==> src/rtl/imm_gen_pipe.sv <==
// rtl/imm_gen_pipe.sv - registered RISC-V immediate generator behind a 2-entry skid buffer
// Optional feature macro IMM_GEN_PIPE_ERR_EN adds err, err_sticky and err_clr.
module imm_gen_pipe #(
    parameter int XLEN  = 32,
    parameter int TAG_W = 5
) (
    input  logic             clk,
    input  logic             reset,
    input  logic             in_valid,
    output logic             in_ready,
    input  logic [31:0]      instr,
    input  logic [2:0]       immsrc,
    input  logic [TAG_W-1:0] in_tag,
    output logic             out_valid,
    input  logic             out_ready,
    output logic [XLEN-1:0]  imm_ext,
    output logic [TAG_W-1:0] out_tag
`ifdef IMM_GEN_PIPE_ERR_EN
    ,
    input  logic             err_clr,
    output logic             err,
    output logic             err_sticky
`endif
);

    typedef struct packed {
        logic [XLEN-1:0]  imm;
        logic [TAG_W-1:0] tag;
`ifdef IMM_GEN_PIPE_ERR_EN
        logic             err;
`endif
    } entry_t;

    logic [XLEN-1:0] imm_dec;
    entry_t          in_ent;
    entry_t          main_d, main_q;
    entry_t          skid_d, skid_q;
    logic            main_valid_d, main_valid_q;
    logic            skid_valid_d, skid_valid_q;
    logic            in_fire, out_fire;

    // Sized casts of signed operands sign-extend to XLEN; unsigned ones zero-extend.
    always_comb begin
        imm_dec = '0;
        case (immsrc)
            3'b000: imm_dec = XLEN'($signed(instr[31:20]));
            3'b001: imm_dec = XLEN'($signed({instr[31:25], instr[11:7]}));
            3'b010: imm_dec = XLEN'($signed({instr[31], instr[7], instr[30:25], instr[11:8], 1'b0}));
            3'b011: imm_dec = XLEN'($signed({instr[31], instr[19:12], instr[20], instr[30:21], 1'b0}));
            3'b100: imm_dec = XLEN'($signed({instr[31:12], 12'b0}));
            3'b101: begin
                if (XLEN == 64) imm_dec = XLEN'(instr[25:20]);
                else            imm_dec = XLEN'(instr[24:20]);
            end
            3'b110: imm_dec = XLEN'(instr[19:15]);
            default: imm_dec = '0;
        endcase
    end

    always_comb begin
        in_ent     = '0;
        in_ent.imm = imm_dec;
        in_ent.tag = in_tag;
`ifdef IMM_GEN_PIPE_ERR_EN
        in_ent.err = (immsrc == 3'b111);
`endif
    end

    assign in_ready = !skid_valid_q;
    assign in_fire  = in_valid & in_ready;
    assign out_fire = main_valid_q & out_ready;

    // The valid pair encodes EMPTY / ONE / FULL; skid only fills while main is stalled.
    always_comb begin
        main_d       = main_q;
        skid_d       = skid_q;
        main_valid_d = main_valid_q;
        skid_valid_d = skid_valid_q;
        if (out_fire) begin
            if (skid_valid_q) begin
                main_d       = skid_q;
                skid_valid_d = 1'b0;
            end else if (in_fire) begin
                main_d = in_ent;
            end else begin
                main_valid_d = 1'b0;
            end
        end else if (in_fire) begin
            if (!main_valid_q) begin
                main_d       = in_ent;
                main_valid_d = 1'b1;
            end else begin
                skid_d       = in_ent;
                skid_valid_d = 1'b1;
            end
        end
    end

    always_ff @(posedge clk or posedge reset) begin
        if (reset) begin
            main_q       <= '0;
            skid_q       <= '0;
            main_valid_q <= 1'b0;
            skid_valid_q <= 1'b0;
        end else begin
            main_q       <= main_d;
            skid_q       <= skid_d;
            main_valid_q <= main_valid_d;
            skid_valid_q <= skid_valid_d;
        end
    end

    assign out_valid = main_valid_q;
    assign imm_ext   = main_q.imm;
    assign out_tag   = main_q.tag;

`ifdef IMM_GEN_PIPE_ERR_EN
    logic err_sticky_d, err_sticky_q;

    // A fresh illegal fire overrides a same-cycle clear.
    always_comb begin
        err_sticky_d = (err_sticky_q & ~err_clr) | (in_fire & (immsrc == 3'b111));
    end

    always_ff @(posedge clk or posedge reset) begin
        if (reset) err_sticky_q <= 1'b0;
        else       err_sticky_q <= err_sticky_d;
    end

    assign err        = main_q.err;
    assign err_sticky = err_sticky_q;
`endif

endmodule

==> config.mk <==
export PLATFORM = sky130hd
export DESIGN_NAME = imm_gen_pipe
export DESIGN_NICKNAME = d
export VERILOG_FILES = /design/src/rtl/imm_gen_pipe.sv
export SDC_FILE = /design/constraint.sdc
export NUM_CORES = 1
export LEC_CHECK = 0
export CAP_MARGIN = 20
export CORE_ASPECT_RATIO = 1.25
export CORE_MARGIN = 5
export CORE_UTILIZATION = 52
export DETAILED_ROUTE_END_ITERATION = 10
export GPL_TIMING_DRIVEN = 0
export PLACE_DENSITY_LB_ADDON = 0.05
export SLEW_MARGIN = 20
export SYNTH_ARGS = -nofsm -noshare
export SYNTH_HDL_FRONTEND = slang
export SYNTH_SLANG_ARGS = --single-unit
==> constraint.sdc <==
create_clock -name clk -period 4.3 [get_ports clk]
set_input_delay 0.86 -clock clk [delete_from_list [all_inputs] [get_ports clk]]
set_output_delay 0.86 -clock clk [all_outputs]
set_load 0.01 [all_outputs]
==> impl_metrics.env <==
export IMPL_synth_area_per_cell_sq_um=9.39
export IMPL_final_util=0.689
export IMPL_synth_nets=429
export IMPL_async_flop_share=1.00
export IMPL_fin_tns_setup_ns=0
export IMPL_setup_ws_ns=1.90
export IMPL_synth_cells=385
export IMPL_numCtsBuffers=9
export IMPL_maxCapViolCount=0
export IMPL_synth_largest_area_cell="dfrtp_1"
export IMPL_status="completed"
export IMPL_intPower_uw=1110
export IMPL_antenna_found_initial=0
export IMPL_dp_slack_ns=1.54
export IMPL_fin_skew_ns=0.00630
export IMPL_postLayoutCellArea_sq_mm=0.00472
export IMPL_multiInputGateArea_sq_mm=0.00156
export IMPL_antenna_diode_count=0
export IMPL_worst_slew_pin_slew_ns=0.637
export IMPL_core_sq_mm=0.00685
export IMPL_powerDensity_mw_per_mm2=305
export IMPL_drive_above_1_share=0.0943
export IMPL_dieHeight_um=103
export IMPL_path_max_fanout=10
export IMPL_drv_slew=0
export IMPL_ys_ff_latch=76
export IMPL_synth_edf_count=0
export IMPL_rsz0062_at_grt="no"
export IMPL_cp_common_cell="buf_2"
export IMPL_path_clk_slew_ns=0.08
export IMPL_clk_latency_ns=0.35
export IMPL_hold_buffers=0
export IMPL_critPathLaunchType="primary input"
export IMPL_grt_max_degree=56
export IMPL_cp_buffers_inverters=3
export IMPL_fp_dieW_um=84.6
export IMPL_grt_pass1_vias=3235
export IMPL_start_util=0.528
export IMPL_comb_power_share=0.095
export IMPL_ant_nets=0
export IMPL_setup_viol=0
export IMPL_critPathSlowestCell="clkdlybuf4s50_1"
export IMPL_dp_hpwl_um=7000
export IMPL_finalHoldViolations=0
export IMPL_p_total_uw=1440
export IMPL_gr_total_overflow=0
export IMPL_swShare=0.231
export IMPL_fillerInstances=571
export IMPL_arrival_ns=2.64
export IMPL_hold_path_class="reg2reg"
export IMPL_clkSinkCount=76
export IMPL_relSlewSlack=0.575
export IMPL_drt_pass1_iter_count=4
export IMPL_period_share=0.558
export IMPL_post_drt_wl_per_cell_um=16.8
export IMPL_cts_max_level=3
export IMPL_drtIter0Drc=215
export IMPL_required_ns=4.54
export IMPL_seq_area_sq_mm=0.00190
export IMPL_seq_power_share=0.496
export IMPL_crit_family="buffers and inverters"
export IMPL_grt_pass1_wl_um=16100
export IMPL_fp_row_count=34
export IMPL_fp_dieArea_sq_mm=0.00873
export IMPL_cts_root_buf="clkbuf_8"
export IMPL_post_synth_top_area_fraction=0.526
export IMPL_synthTopCellsByCount="dfrtp_1, nand2_1, a21oi_1"
export IMPL_layout_min_cycle_time_ns=2.40
export IMPL_portBuffers=75
export IMPL_drcViolationCount=0
export IMPL_criticalPathCategory="in2reg"
export IMPL_dr_total_vias=3215
export IMPL_finalWirelength_um=9540
export IMPL_synth_cell_type_count=38
export IMPL_yosys_warnings=0
export IMPL_post_cts_buffers=0
export IMPL_ctsResizeCount=0
export IMPL_viasPerCell=5.67
export IMPL_synth_area_top_cells="dfrtp_1, nand2_1, a21oi_1, mux2_2, o21ai_1"
export IMPL_fin_nets=516
export IMPL_ioPinCount=83
export IMPL_netlist_area_sq_mm=0.00361
export IMPL_synthFlopType="dfrtp_1"
export IMPL_gp_congestion=0.897
export IMPL_path_cells="clkdlybuf4s50_1, nand2b_1, o211a_1, buf_2, buf_2, mux2_2"
export IMPL_power_leakage_uw=0.00211
export IMPL_placed_area_sq_mm=0.00451
export IMPL_max_freq_mhz=417
export IMPL_p_clk_frac=0.409
export IMPL_max_vdd_ir_drop_mv=0.287
export IMPL_cts_buffer_depth=2
export IMPL_cpPeakStageDelay_ns=0.58
export IMPL_syn2layout_area_growth_pct=30.5
export IMPL_seq_area_frac_synth=0.526
export IMPL_cts_tree="built"
export IMPL_p_switching_uw=332
export IMPL_grt_use_total=0.233
export IMPL_endpoint_kind="flop"
logic make-up after synthesis:
family,Yosys count,share of synthesized area
buffers and inverters,33,0.0409
AOI/OAI and AO/OA,130,0.211
and+or+nand+nor,124,0.154
xor gates and xnor gates,1,0.00450
muxes,21,0.0634
DFF,76,0.526
flip-flops by register name, indices dropped and copies added (netlist names):
name / flops
out_valid: 1
imm_ext: 32
skid_q: 37
skid_valid_q: 1
out_tag: 5
metrics by stage:
stage                     instances  hold WS, ns
after floorplan                 385        0.446
after global placement          550        0.457
after detailed placement        551        0.462
after CTS                       567        0.481
after global routing            567        0.497
final                           567        0.479
layout make-up:
| type | count | share of cell area |
|---|---|---|
| repair buffers | 76 | 0.165 |
| plain buffers | 31 | 0.0297 |
| clock buffers | 12 | 0.0287 |
| inverters | 2 | 0.00212 |
| flip-flops and latches | 76 | 0.403 |
| well taps | 90 | 0.0239 |
| multi-input cells | 276 | 0.332 |
| clock inverters | 4 | 0.0157 |
per-layer routing:
metal / vias to the layer above / global-route usage / routed length [um]
li1: 1528 / - / -
met1: 1548 / 0.310 / 4130
met2: 122 / 0.384 / 4630
met3: 17 / 0.0396 / 583
met4: 0 / 0.0901 / 191
met5: - / 0 / 0
worst reg2reg max path, cell delays in order (launching register included):
cell and delay (ns):
dfrtp_1 0.45, o211ai_1 0.52, clkbuf_1 0.49, a22oi_1 0.18, o21ai_1 0.11
path summary, 6_finish.rpt:
check | cells past startpoint | endpoint | start | slack, ns
worst min register to register | 2 | skid_q[4] | skid_q[4] | 0.48
max in group asynchronous | 3 | imm_ext[0] | reset | 2.93
min in group asynchronous | 2 | imm_ext[8] | reset | 0.81
worst max-delay path | 6 | imm_ext[29] | out_ready | 1.90
worst min-delay path | 2 | skid_q[4] | skid_q[4] | 0.48
worst max register to register | 4 | imm_ext[13] | skid_valid_q | 2.47
power groups by stage:
stage	Combinational (uW)	Sequential (uW)	Clock, uW
floorplan	70.4	728	0
global placement	131	728	0
detailed placement	136	728	0
CTS	137	714	598
global route	150	714	629
finish	136	714	589
cell usage in the layout (no fill, tap or decap), drive strengths merged, types with 2 or more instances in the layout:
cell	n
a2111oi	2
a21oi	46
a22oi	17
a31oi	6
buf	15
bufinv	2
clkbuf	29
clkdlybuf4s50	75
clkinv	2
dfrtp	76
inv	2
mux2	15
mux2i	6
nand2	76
nand2b	2
nand3	3
nand3b	6
nor2	19
nor2b	5
nor3	2
nor3b	7
o21ai	45
o22a	7
Note: power is estimated with default switching activity, not from simulation.
